$ cat src/rtl/e203_csr_pkg.sv
// Shared constants for the machine-mode CSR file: CSR addresses, field masks
// and mcountinhibit bit positions.
package e203_csr_pkg;

  localparam logic [11:0] CSR_MISA          = 12'h301;
  localparam logic [11:0] CSR_MTVEC         = 12'h305;
  localparam logic [11:0] CSR_MCOUNTINHIBIT = 12'h320;
  localparam logic [11:0] CSR_MSCRATCH      = 12'h340;
  localparam logic [11:0] CSR_MEPC          = 12'h341;
  localparam logic [11:0] CSR_MCAUSE        = 12'h342;
  localparam logic [11:0] CSR_MTVAL         = 12'h343;
  localparam logic [11:0] CSR_MCYCLE        = 12'hB00;
  localparam logic [11:0] CSR_MINSTRET      = 12'hB02;
  localparam logic [11:0] CSR_MCYCLEH       = 12'hB80;
  localparam logic [11:0] CSR_MINSTRETH     = 12'hB82;
  localparam logic [11:0] CSR_MVENDORID     = 12'hF11;
  localparam logic [11:0] CSR_MARCHID       = 12'hF12;
  localparam logic [11:0] CSR_MHARTID       = 12'hF14;

  localparam logic [31:0] MCAUSE_MASK  = 32'h8000_001F;
  localparam logic [31:0] MISA_DEFAULT = 32'h4000_1105;

  localparam int unsigned MCNTINH_CY = 0;
  localparam int unsigned MCNTINH_IR = 2;

endpackage

$ cat src/rtl/e203_csr_cnt64.sv
// 64-bit performance counter with halfword software writes that override
// the increment in the same cycle.
module e203_csr_cnt64 (
  input  logic        i_clk,
  input  logic        i_rst,
  input  logic        i_inc,
  input  logic        i_inhibit,
  input  logic        i_wr_lo,
  input  logic        i_wr_hi,
  input  logic [31:0] i_wdata,
  output logic [63:0] o_cnt
);

  logic [63:0] r_cnt;

  always_ff @(posedge i_clk) begin
    if (i_rst) begin
      r_cnt <= '0;
    end else if (i_wr_lo) begin
      r_cnt <= {r_cnt[63:32], i_wdata};
    end else if (i_wr_hi) begin
      r_cnt <= {i_wdata, r_cnt[31:0]};
    end else if (i_inc && !i_inhibit) begin
      r_cnt <= r_cnt + 64'd1;
    end
  end

  assign o_cnt = r_cnt;

endmodule

$ cat src/rtl/e203_exu_csr_file.sv
// Machine-mode CSR file: combinational read/legality decode, write-back,
// trap-state capture and the mcycle/minstret counters.
module e203_exu_csr_file
  import e203_csr_pkg::*;
#(
  parameter logic [31:0] MTVEC_RST = 32'h0000_0000,
  parameter logic [31:0] MISA_VAL  = MISA_DEFAULT
) (
  input  logic        i_clk,
  input  logic        i_rst,
  input  logic        i_csr_ena,
  input  logic        i_csr_rd_en,
  input  logic        i_csr_wr_en,
  input  logic [11:0] i_csr_idx,
  input  logic [31:0] i_wbck_csr_dat,
  output logic [31:0] o_read_csr_dat,
  output logic        o_csr_access_ilgl,
  input  logic [31:0] i_core_mhartid,
  input  logic        i_cmt_instret_ena,
  input  logic        i_cmt_trap_ena,
  input  logic [31:0] i_cmt_epc,
  input  logic [31:0] i_cmt_cause,
  input  logic [31:0] i_cmt_badaddr,
  output logic [31:0] o_csr_mtvec_r,
  output logic [31:0] o_csr_epc_r
);

  logic [31:0] r_mtvec, r_mscratch, r_mepc, r_mcause, r_mtval;
  logic        r_cy, r_ir;
  logic [63:0] w_mcycle, w_minstret;
  logic [31:0] w_rdata;
  logic        w_impl, w_wr;
  logic        w_unused;

  // Read data is only consumed when the access reads; epc bit 0 is forced to 0.
  assign w_unused = ^{i_csr_rd_en, i_cmt_epc[0]};

  always_comb begin
    w_impl  = 1'b1;
    w_rdata = '0;
    case (i_csr_idx)
      CSR_MISA:          w_rdata = MISA_VAL;
      CSR_MTVEC:         w_rdata = r_mtvec;
      CSR_MCOUNTINHIBIT: begin
        w_rdata[MCNTINH_CY] = r_cy;
        w_rdata[MCNTINH_IR] = r_ir;
      end
      CSR_MSCRATCH:      w_rdata = r_mscratch;
      CSR_MEPC:          w_rdata = r_mepc;
      CSR_MCAUSE:        w_rdata = r_mcause;
      CSR_MTVAL:         w_rdata = r_mtval;
      CSR_MCYCLE:        w_rdata = w_mcycle[31:0];
      CSR_MCYCLEH:       w_rdata = w_mcycle[63:32];
      CSR_MINSTRET:      w_rdata = w_minstret[31:0];
      CSR_MINSTRETH:     w_rdata = w_minstret[63:32];
      CSR_MVENDORID,
      CSR_MARCHID:       w_rdata = '0;
      CSR_MHARTID:       w_rdata = i_core_mhartid;
      default:           w_impl  = 1'b0;
    endcase
  end

  assign o_read_csr_dat    = w_rdata;
  assign o_csr_access_ilgl = !w_impl || (i_csr_wr_en && (i_csr_idx[11:10] == 2'b11));
  assign w_wr              = i_csr_ena && i_csr_wr_en && !o_csr_access_ilgl;

  // Trap capture outranks a software write to the same register.
  always_ff @(posedge i_clk) begin
    if (i_rst) begin
      r_mtvec    <= {MTVEC_RST[31:2], 2'b00};
      r_mscratch <= '0;
      r_mepc     <= '0;
      r_mcause   <= '0;
      r_mtval    <= '0;
      r_cy       <= 1'b0;
      r_ir       <= 1'b0;
    end else begin
      if (w_wr && (i_csr_idx == CSR_MTVEC)) r_mtvec <= {i_wbck_csr_dat[31:2], 2'b00};
      if (w_wr && (i_csr_idx == CSR_MSCRATCH)) r_mscratch <= i_wbck_csr_dat;
      if (w_wr && (i_csr_idx == CSR_MCOUNTINHIBIT)) begin
        r_cy <= i_wbck_csr_dat[MCNTINH_CY];
        r_ir <= i_wbck_csr_dat[MCNTINH_IR];
      end
      if (i_cmt_trap_ena) begin
        r_mepc   <= {i_cmt_epc[31:1], 1'b0};
        r_mcause <= i_cmt_cause & MCAUSE_MASK;
        r_mtval  <= i_cmt_badaddr;
      end else begin
        if (w_wr && (i_csr_idx == CSR_MEPC))   r_mepc   <= {i_wbck_csr_dat[31:1], 1'b0};
        if (w_wr && (i_csr_idx == CSR_MCAUSE)) r_mcause <= i_wbck_csr_dat & MCAUSE_MASK;
        if (w_wr && (i_csr_idx == CSR_MTVAL))  r_mtval  <= i_wbck_csr_dat;
      end
    end
  end

  e203_csr_cnt64 u_mcycle (
    .i_clk     (i_clk),
    .i_rst     (i_rst),
    .i_inc     (1'b1),
    .i_inhibit (r_cy),
    .i_wr_lo   (w_wr && (i_csr_idx == CSR_MCYCLE)),
    .i_wr_hi   (w_wr && (i_csr_idx == CSR_MCYCLEH)),
    .i_wdata   (i_wbck_csr_dat),
    .o_cnt     (w_mcycle)
  );

  e203_csr_cnt64 u_minstret (
    .i_clk     (i_clk),
    .i_rst     (i_rst),
    .i_inc     (i_cmt_instret_ena),
    .i_inhibit (r_ir),
    .i_wr_lo   (w_wr && (i_csr_idx == CSR_MINSTRET)),
    .i_wr_hi   (w_wr && (i_csr_idx == CSR_MINSTRETH)),
    .i_wdata   (i_wbck_csr_dat),
    .o_cnt     (w_minstret)
  );

  assign o_csr_mtvec_r = r_mtvec;
  assign o_csr_epc_r   = r_mepc;

endmodule

$ cat config.mk
export PLATFORM = sky130hd
export DESIGN_NAME = e203_exu_csr_file
export DESIGN_NICKNAME = d
export VERILOG_FILES = /design/src/rtl/e203_csr_pkg.sv /design/src/rtl/e203_csr_cnt64.sv /design/src/rtl/e203_exu_csr_file.sv
export SDC_FILE = /design/constraint.sdc
export NUM_CORES = 1
export LEC_CHECK = 0
export BUFFER_PORTS_ARGS = -buffer_cell sky130_fd_sc_hd__buf_2
export CORE_MARGIN = 2
export CORE_UTILIZATION = 40
export DETAILED_ROUTE_END_ITERATION = 8
export GPL_TIMING_DRIVEN = 1
export SLEW_MARGIN = 40
export SYNTH_ARGS = -nofsm -noshare
export SYNTH_HDL_FRONTEND = slang
export SYNTH_HIERARCHICAL = 1
export SYNTH_SLANG_ARGS = --single-unit
$ cat constraint.sdc
create_clock -name i_clk -period 9.5 [get_ports i_clk]
set_input_delay 0.95 -clock i_clk [delete_from_list [all_inputs] [get_ports i_clk]]
set_output_delay 0.95 -clock i_clk [all_outputs]
set_load 0.02 [all_outputs]
Word-level counts from Yosys, hierarchy flattened. Cells that the tools add are included.

Add/subtract/negate cells: 2. Reductions and logical operators: 28. Eq/ne operators: 19. Bitwise operators: 2. Multiplexer cells: 17.

Operators by type and width (count): $pmux 29 s11 (1); $mux 32 (8); $mux 64 (4); $add 64x1->64 const B (2); $eq 12x10->1 const B (7); $eq 12x12->1 const B (7); $logic_and 1x1->1 (14); $reduce_or 14->1 (1); $pmux 1 s12 (1); $pmux 1 s10 (1); $reduce_bool 2->1 (5); $pmux 1 s9 (1); $ne 2x1->1 const B (4); $reduce_and 2->1 (4); $logic_not 1->1 (3); $eq 2x2->1 const B (1); $not 1->1 (2); $logic_or 1x1->1 (1); $mux 1 (1).

Register bits after elaboration: 261. Output and inout bits: 97.

Longest topological paths before layout. Gate-level depths: netlist of run 1.

Depth after elaboration: 10. Depth in mapped cells: 12. Gate-level depth less buffers: 8.

Hierarchy. The synthesis of run 1 kept the hierarchy.

Modules (own cells, without submodules): e203_csr_cnt64 (area each 4230.3 um2, instances 2, seq. area each 1281.2 um2, cells an instance 560); e203_exu_csr_file (area each 7601.0 um2, instances 1, seq. area each 2662.6 um2, cells an instance 985).

Worst setup path before layout of run 1. No wires, ideal clock.

Path type: input-to-reg. Start: input port i_csr_idx[5]. End: register u_minstret.r_cnt[52], in the netlist u_minstret/o_cnt[52]. Stages: 12. Path slack: 5791 ps. Library setup time: 58 ps. Arrival time: 3651 ps. Data required time: 9442 ps. Buffers on the path: 4. Path through: buf_2 > nor4b_4 > nand2_1 > clkbuf_1 > nor3_1 > clkbuf_1 > inv_1 > nor2_1 > clkbuf_1 > nand2_1 > a31oi_1 > o21a_1.

Cells in the longest elaborated chain, start to end: 10. Elaborated cells on any way between the ends: 26. Those cells by class: eq/ne (14); mux (2); bitwise (1); reduce/logical (9).

RTL lines: start, declared (line e203_exu_csr_file.sv:14) `input logic [11:0] i_csr_idx,`; $eq 12x10->1, or another cell as far along (line e203_exu_csr_file.sv:41) `case (i_csr_idx)`; $reduce_or 14->1 (no line); $mux 1 (line e203_exu_csr_file.sv:41); $logic_not 1->1 (line e203_exu_csr_file.sv:64) `assign o_csr_access_ilgl = !w_impl || (i_csr_wr_en && (i_csr_idx[11:10] == 2'b11));`; $logic_or 1x1->1 (line e203_exu_csr_file.sv:64); $logic_not 1->1 (line e203_exu_csr_file.sv:65) `assign w_wr = i_csr_ena && i_csr_wr_en && !o_csr_access_ilgl;`; $logic_and 1x1->1 (line e203_exu_csr_file.sv:65); $logic_and 1x1->1 (on tied branches) (line e203_exu_csr_file.sv:113, e203_exu_csr_file.sv:112); $reduce_bool 2->1 (no line) / $not 1->1 (equally long branches); $reduce_and 2->1 (no line); end signal, assigned (line e203_csr_cnt64.sv:20) `r_cnt <= {r_cnt[63:32], i_wdata};`; end signal, assigned (line e203_csr_cnt64.sv:22) `r_cnt <= {i_wdata, r_cnt[31:0]};`; end signal, assigned (line e203_csr_cnt64.sv:24) `r_cnt <= r_cnt + 64'd1;`; end, declared (line e203_csr_cnt64.sv:14) `logic [63:0] r_cnt;`.

Parallel ways exist; a longest one is shown, timed or not. The select of a mux whose other input is x is not followed. A chain may end at the register's enable or synchronous reset.

Worst setup path after layout of run 1.
Start: input port i_csr_idx[7]. End: output port o_read_csr_dat[10].

Cells in the longest elaborated chain, start to end: 2. Elaborated cells on any way between the ends: 12. Those cells by class: eq/ne (11); mux (1).

RTL lines: $eq 12x12->1 / $eq 12x10->1 (equally long branches) (line e203_exu_csr_file.sv:41); $pmux 29 s11 (*) (line e203_exu_csr_file.sv:41); end, declared (line e203_exu_csr_file.sv:16) `output logic [31:0] o_read_csr_dat,`.

Every way passes the cells marked *; elsewhere a longest branch is shown, timed or not.

==> results of run 1 <==
## cells in the final DEF, fill, tap and decap left out, drive strengths merged, types with 12 or more instances in the layout
cell,n
xor2,26
a2111oi,26
o22ai,13
and3,46
nand4,74
nand3,103
and2,12
o21ai,44
a222oi,12
a31oi,44
nor3,100
a221oi,19
clkbuf,49
nor4,31
a21oi,157
or3,28
dfxtp,261
mux2i,32
o211ai,20
and4,21
inv,57
a211oi,66
a22oi,99
nor2,135
nand2,284
xnor2,30
or4,20
a22o,13
buf,284
nor2b,13
## final timing paths
path                                              to  slack [ns]  cells after the start
worst max register to register  u_minstret/o_cnt[56]        6.42                      7
worst max-delay path              o_read_csr_dat[10]        4.65                      8
worst min-delay path                   r_mscratch[1]        0.45                      2
worst min register to register         r_mscratch[1]        0.45                      2
## flip-flops by register name (all words and copies together), names as in the netlist
| register | count |
|---|---|
| o_csr_epc_r | 31 |
| o_csr_mtvec_r | 30 |
| r_cy | 1 |
| r_ir | 1 |
| r_mcause | 6 |
| r_mscratch | 32 |
| r_mtval | 32 |
| u_mcycle/o_cnt | 64 |
| u_minstret/o_cnt | 64 |
## logic make-up (layout without fill, tap and decap cells)
logic type,Yosys count,in the layout,share of synthesized area
AO/OA/AOI/OAI,602,602,0.2598
XOR/XNOR,56,56,0.03054
adder cells (fa/ha/maj),2,2,0.001558
buffers and inverters,225,402,0.05772
flip-flops,261,261,0.3253
multiplexers,43,43,0.02765
other,2,9,0.0004676
AND/OR/NAND/NOR,914,914,0.2970
## worst max-delay path, stage by stage
cell	delay, ns
buf_2	0.40
nor4b_4	0.28
buf_4	0.27
nand2_1	0.50
nor2_2	0.71
a22oi_1	0.41
nand3_1	0.19
buf_2	0.18
## stage by stage
stage / instances / cell area [µm²] / power [µW] / hold WS [ns]
after global placement: 2751 / 17650 / 1443 / 0.4418
after detailed placement: 2752 / 17730 / 1448 / 0.4463
final: 2814 / 18960 / 2849 / 0.4549
after floorplan: 2111 / 16080 / 1301 / 0.4357
after CTS: 2813 / 18940 / 2847 / 0.4538
after global routing: 2813 / 18960 / 2911 / 0.4782
## synthesized netlist by cell type, drive strengths merged (8+ instances only)
cell type and count:
nand2 284, dfxtp 261, a21oi 157, nor2 135, clkbuf 111, nand3 103, nor3 100, a22oi 99
nand4 74, a211oi 66, buf 58, inv 56, and3 46, a31oi 44, o21ai 44, mux2i 32
nor4 31, xnor2 30, or3 28, a2111oi 26, xor2 26, and4 21, o211ai 20, or4 20
a221oi 19, a22o 13, nor2b 13, o22ai 13, a222oi 12, and2 12, mux2 11, a311oi 9
nor4b 9, nand4b 8, o31a 8
## area by class of cell
| class | instances | area share |
|---|---|---|
| Sequential cell | 261 | 0.2756 |
| Timing Repair Buffer | 285 | 0.08223 |
| Antenna cell | 1 | 0.0001320 |
| Clock inverter | 13 | 0.007985 |
| Inverter | 56 | 0.01109 |
| Multi-Input combinational cell | 1625 | 0.5326 |
| Tap cell | 525 | 0.03465 |
| Clock buffer | 48 | 0.05576 |
## power groups by stage
stage               clock network, µW  registers, µW  logic, µW
CTS                              1420           1170        258
global placement                    0           1190        253
finish                           1410           1170        266
floorplan                           0           1180        120
detailed placement                  0           1190        257
global route                     1460           1170        279
## routing by layer
metal / global-route usage / part of all wire / vias to the layer above
met5: 0 / 0.00012 / -
met4: 0.2456 / 0.065 / 2
met3: 0.08578 / 0.11 / 242
met2: 0.5633 / 0.42 / 1301
met1: 0.5197 / 0.40 / 9172
li1: - / - / 8322
==> results.md, run 1 <==
- CTS tree: done
- Highest clock rate: between 0.2 and 0.25 GHz
- Critical path type: input port to output port
- Filler cells: 4011
- Primary FF master, synth: dfxtp_1
- Syn Area/Cell: approximately 7.6 µm²
- Critical Path Fanout Max: 16
- Clock Power Share: 0.496
- GRT Total Usage: 0.3885
- Yosys cell types: between 80 and 90
- Core Region: roughly 40000 µm²
- Share of layout cells above drive strength 1: 0.1831
- Core Util, Final: 0.4783
- Synth area leader: dfxtp_1
- Remaining DRCs: 0
- CP startpoint: i_csr_idx[7]
- Post-CTS Setup Bufs: 0
- Combinational share of power: 0.093
- Initial antenna violation count: 3
- Pint: between 2000 and 2500 µW
- Area Overhead vs Synth: 18.04%
- Top cells by area, synth: dfxtp_1 33%, nand2_1 6.6%, a21oi_1 4.9%, a22oi_1 4.6%, nand3_1 3.2%
- Hold Buf Count CTS: 0
- Power per cell area: between 150 and 200 nW/µm²
- RePlAce Congestion: about 1.0
- #FFs+latches synth: ~260
- Switch Pwr: 784.3 µW
- FF/Latch Area: roughly 5200 µm²
- Max transition margin: 0.3607
- DRT iter0 DRCs: around 2800
- Routed Antenna Nets: 0
- Port buffer count: approximately 240
- Total Wirelength: about 84000 µm
- EDFF count, synth: 0
- Full die area: roughly 42000 µm²
- Final Hold Fails: 0
- Starting Density: 0.4052
- Clock Path Buffers: 3
- Vias in the first global route: 17130
- Crit share post-route: 0.5107
- Largest net degree at the start of global routing: 130
- Unrepaired setup endpoints after global routing: no
- Reg2reg start: u_minstret/o_cnt[0]
- Slew at the pin with the worst max-slew slack: 0.9555 ns
- Setup ws final: around 4.6 ns
- Final Skew: 0.01818 ns
- Mapped Cells: 2105
- DR vias: approximately 19000
- Post-synthesis async set-or-reset flop share: 0
- Core Rows: 73
- Top-area cell type share of the netlist area: 0.3253
- DRT Pass-1 Iters: 6
- TNS Setup: 0 ns
- Die Y-Extent: slightly above 200 µm
- Dpl ws: about 4.6 ns
- Vias/cell: between 6 and 7
- Gr ovfl total: 0
- Root Buffer: clkbuf_16
- Sw frac: 0.2753
- Post_cts resized: 0
- IO Count: around 280
- Nets: around 2400
- Reg clk slew, reported paths: around 0.050 ns
- Detailed Place HPWL: between 50000 and 60000 µm
- Max IR drop VDD: approximately 0.093 mV
- Clk sinks: 261
- Area occupied by multi-input gates: between 10000 and 15000 µm²
- Status: finished clean
- CP arrival: around 4 ns
- Worst min path class: flop to flop
- Hold_sp: r_mscratch[1]
- Die width: between 200 and 250 µm
- Sequential area share after synthesis: 0.3253
- Flop pwr share: 0.410
- Worst-skew pair later-pin latency: about 0.56 ns
- Max Cap Viol: 0
- Yosys warns: 6
- Leak: about 0.0068 µW
- Slew Limit Fails: 0
- Worst setup EP type: output port
- Fin crit period: between 4 and 5 ns
- Startpoint types: input port
- Num CTS Buffers: 34
- Routed len/inst: between 20 and 30 µm
- Htree depth: 2
- Post-Syn Area: between 15000 and 20000 µm²
- Count of final setup violators: 0
- Worst endpoint required time: roughly 8.6 ns
- First-pass GRT wire length: ~120000 µm
Power figures use the tool's default switching activity.
==> inputs of run 2 (changes only) <==
--- a/config.mk
+++ b/config.mk
@@ -5,6 +5,7 @@
 export SDC_FILE = /design/constraint.sdc
 export NUM_CORES = 1
 export LEC_CHECK = 0
+export ABC_AREA = 1
 export BUFFER_PORTS_ARGS = -buffer_cell sky130_fd_sc_hd__buf_2
 export CORE_MARGIN = 2
 export CORE_UTILIZATION = 40
==> constraint.sdc (replaced) <==
create_clock -name i_clk -period 4.1 [get_ports i_clk]
set_input_delay 0.41 -clock i_clk [delete_from_list [all_inputs] [get_ports i_clk]]
set_output_delay 0.41 -clock i_clk [all_outputs]
set_load 0.02 [all_outputs]
==> run 2 against run 1 <==
Effect of this change: first-iteration DRC count fell by 0.53%; final cell count rose by 36%; global-route usage up 2.7 points; power grew 120%; routed wire length is 16% higher; clock skew is 0.0039 ns higher; sequential cell count did not move; design area up 8.0%; worst setup slack lost 4.0 ns; sequential share of layout area down 2.1 points; critical endpoint is now o_read_csr_dat[8].
==> results.md, run 2 <==
- Htree depth: 2 (unchanged)
- Port buffer count: 244 (unchanged)
- Post-Syn Area: 17610 µm² (+9.6%)
- Reg clk slew, reported paths: 0.06 ns (about the same)
- Yosys cell types: 49 (-40%)
- DRT iter0 DRCs: 2798 (-0.53%)
- Max incr delay on CP: 0.56 ns (-0.15 ns)
- TNS Setup: 0 ns (unchanged)
- Fin crit period: between 3 and 4 ns
- Flop pwr share: 0.414 (+0.004)
- Critical Path, Cell by Cell: buf_2, inv_1, nor2_1, nand2_1, inv_1, nand2_1, inv_1, nand2_1, nand2_1, a221oi_1, nand4_1, buf_2
- Final Hold Fails: 0 (unchanged)
- Post-synthesis async set-or-reset flop share: 0 (unchanged)
- CTS tree: done
- Vias/cell: 5.744 (-15%)
- IO Count: 276 (unchanged)
- Cell family with most CP delay: simple AND/OR/NAND/NOR gates
- EDFF count, synth: 0 (unchanged)
- Commonest cells after routing, fill and taps aside: 973 x nand2_1, 526 x nor2_1, 261 x dfxtp_1
- Routed len/inst: 25.27 µm (-15%)
- WL met3: 9950 µm (+5.8%)
- Top-area cell type share of the netlist area: 0.2967 (-0.02859)
- First-pass GRT wire length: 135900 µm (+14%)
- Unrepaired setup endpoints after global routing: no
- Clock Path Buffers: 3 (unchanged)
- Post-Place Cell Area: 19360 µm² (+9.2%)
- CP arrival: 3.03 ns (-0.87 ns)
- Slowest CP cell: a221oi_1
- Top cells by area, synth: dfxtp_1 30%, nand2_1 21%, nor2_1 11%, a21oi_1 6.0%, inv_1 5.3%
- Die width: 213.8 µm (+4.6%)
- Initial antenna violation count: 3 (unchanged)
- Die Y-Extent: 213.8 µm (+4.6%)
- Num CTS Buffers: 34 (unchanged)
- Critical path type: input port to output port
- Hold path depth: 3 (+1)
- Startpoint types: input port
- Routed Antenna Nets: 0 (unchanged)
- Worst-skew pair later-pin latency: 0.56 ns (about the same)
- Primary FF master, synth: dfxtp_1
- Design area: 20480 µm² (+8.0%)
- Mapped Cells: 3028 (+44%)
- Nets: 3399 (+39%)
- Critical Path Fanout Max: 8 (-8)
- Power per cell area: 310.7 nW/µm² (+110%)
- Max transition margin: 0.4086 (+0.04790)
- Root Buffer: clkbuf_16
- Clk sinks: 261 (unchanged)
- Slew Limit Fails: 0 (unchanged)
- Pint: 4605 µW (+120%)
- WP buf/inv: 5 (+2)
- Switch Pwr: 1758 µW (+120%)
- Area Overhead vs Synth: 16.32%
- Clock Power Share: 0.493 (-0.003)
- Wl on met1: 37520 µm (+12%)
- Max Cap Viol: 0 (unchanged)
- DR vias: 21975 (+15%)
- Status: finished clean
- Syn Area/Cell: 5.816 µm² (-24%)
- Vias in the first global route: 20077 (+17%)
- Wire length on met2: 41690 µm (+18%)
- #FFs+latches synth: 261 (unchanged)
- Leak: 0.009039 µW (+33%)
- Max IR drop VDD: 0.2906 mV (+210%)
- Synth top cells by count: 975 x nand2_1, 526 x nor2_1, 261 x dfxtp_1
- Detailed Place HPWL: 73500 µm (+26%)
- Sw frac: 0.2763 (+0.001038)
- Worst endpoint required time: 3.69 ns (-4.86 ns)
- Antenna Cells: 0 (-1)
- Gr ovfl total: 0 (unchanged)
- Most common cell after layout, fill and taps aside: nand2_1
- Count leader, synth: nand2_1
- Highest clock rate: approximately 0.29 GHz
- Slew at the pin with the worst max-slew slack: 0.8862 ns (-0.06929 ns)
- Worst min path class: input port to flop
- Worst setup EP type: output port
- Sequential area share after synthesis: 0.2967 (-0.02859)
- Crit share post-route: 0.8392
- Total Wirelength: 96690 µm (+16%)
- Top Metal Used: met4
- GRT Total Usage: 0.4152 (+0.02671)
- RePlAce Congestion: 1.031 (+1.6%)
- Share of layout cells above drive strength 1: 0.1308 (-0.05231)
- Core Rows: 76 (+4.1%)
- Critical path depth: 12 (+4)
- Count of final setup violators: 0 (unchanged)
- Starting Density: 0.4070 (+0.001816)
- DRT Pass-1 Iters: 8 (+2)
- Post-CTS Setup Bufs: 0 (unchanged)
- Remaining DRCs: 0 (unchanged)
- Post_cts resized: 0 (unchanged)
- Hold Buf Count CTS: 0 (unchanged)
- Yosys warns: 6 (unchanged)
- Largest net degree at the start of global routing: 85 (-35%)
- Final Skew: 0.02211 ns (+0.003929 ns)
- R2R depth: 9 (+2)
- Full die area: 45720 µm² (+9.4%)
- Synth area leader: dfxtp_1
- Core Region: 43270 µm² (+9.1%)
- Most numerous cell on the critical path: nand2_1
- Combinational share of power: 0.093 (about the same)
run 2: cell types whose count changed in the layout (fill, tap and decap cells not counted), sizes merged, moves of 46 or more:
cell,delta
and3,-46
a21oi,+56
o21ai,+140
nand2,+709
nor3,-80
inv,+201
nand3,+78
nor2,+423
a22oi,-97
a211oi,-64
run 2: cell families (layout without fill, tap and decap cells):
group,Yosys count,in the layout,share of synthesized area
fa+ha+maj,2,2,0.001421
buf+inv,400,611,0.09116
xor+xnor,12,12,0.005968
flops,261,261,0.2967
simple gates,1833,1833,0.4358
compound gates,518,518,0.1685
other cells,2,4,0.0004265
run 2: power groups by stage:
stage | Sequential (µW) | Combinational [µW] | Clock [µW]
after floorplan | 2690 | 267 | 0
after global placement | 2690 | 568 | 0
after detailed placement | 2690 | 574 | 0
after CTS | 2630 | 576 | 3160
after global routing | 2630 | 629 | 3240
final | 2630 | 592 | 3140
run 2: final cells by class:
type	count	area, µm²
Timing Repair Buffer	293	1624
Multi-Input combinational cell	2369	10800
Clock buffer	45	932.1
Sequential cell	261	5225
Clock inverter	14	191.4
Inverter	259	980.9
Fill cell	4767	22780
Tap cell	585	732.0
run 2: path summary, 6_finish.rpt:
| path | start | end | slack (ns) |
|---|---|---|---|
| worst max-delay path | i_csr_idx[6] | o_read_csr_dat[8] | 0.66 |
| worst min-delay path | i_wbck_csr_dat[25] | o_csr_mtvec_r[25] | 0.15 |
| worst min register to register | r_mscratch[2] | r_mscratch[2] | 0.48 |
| worst max register to register | u_mcycle/o_cnt[26] | u_mcycle/o_cnt[58] | 1.50 |
run 2: through the flow:
stage,hold slack (ns),utilization,power [µW],setup slack [ns],cells
detailed placement,0.4681,0.4475,3261,0.5649,3767
global placement,0.4688,0.4473,3254,0.6461,3767
floorplan,0.4496,-,2954,1.465,3030
CTS,0.1447,0.4734,6364,0.8201,3826
global route,0.1751,0.4734,6505,0.6639,3826
finish,0.1532,0.4734,6364,0.6595,3826
run 2: layer usage:
layer  vias to the layer above  GRT usage
met5                         -          0
li1                      10166          -
met3                       281    0.08934
met2                      1250     0.6370
met4                         0     0.2883
met1                     10278     0.5201
run 2: tightest hold or removal path: stages:
cell,delay (ns)
buf_2,0.14
nand2_1,0.07
a21oi_1,0.06
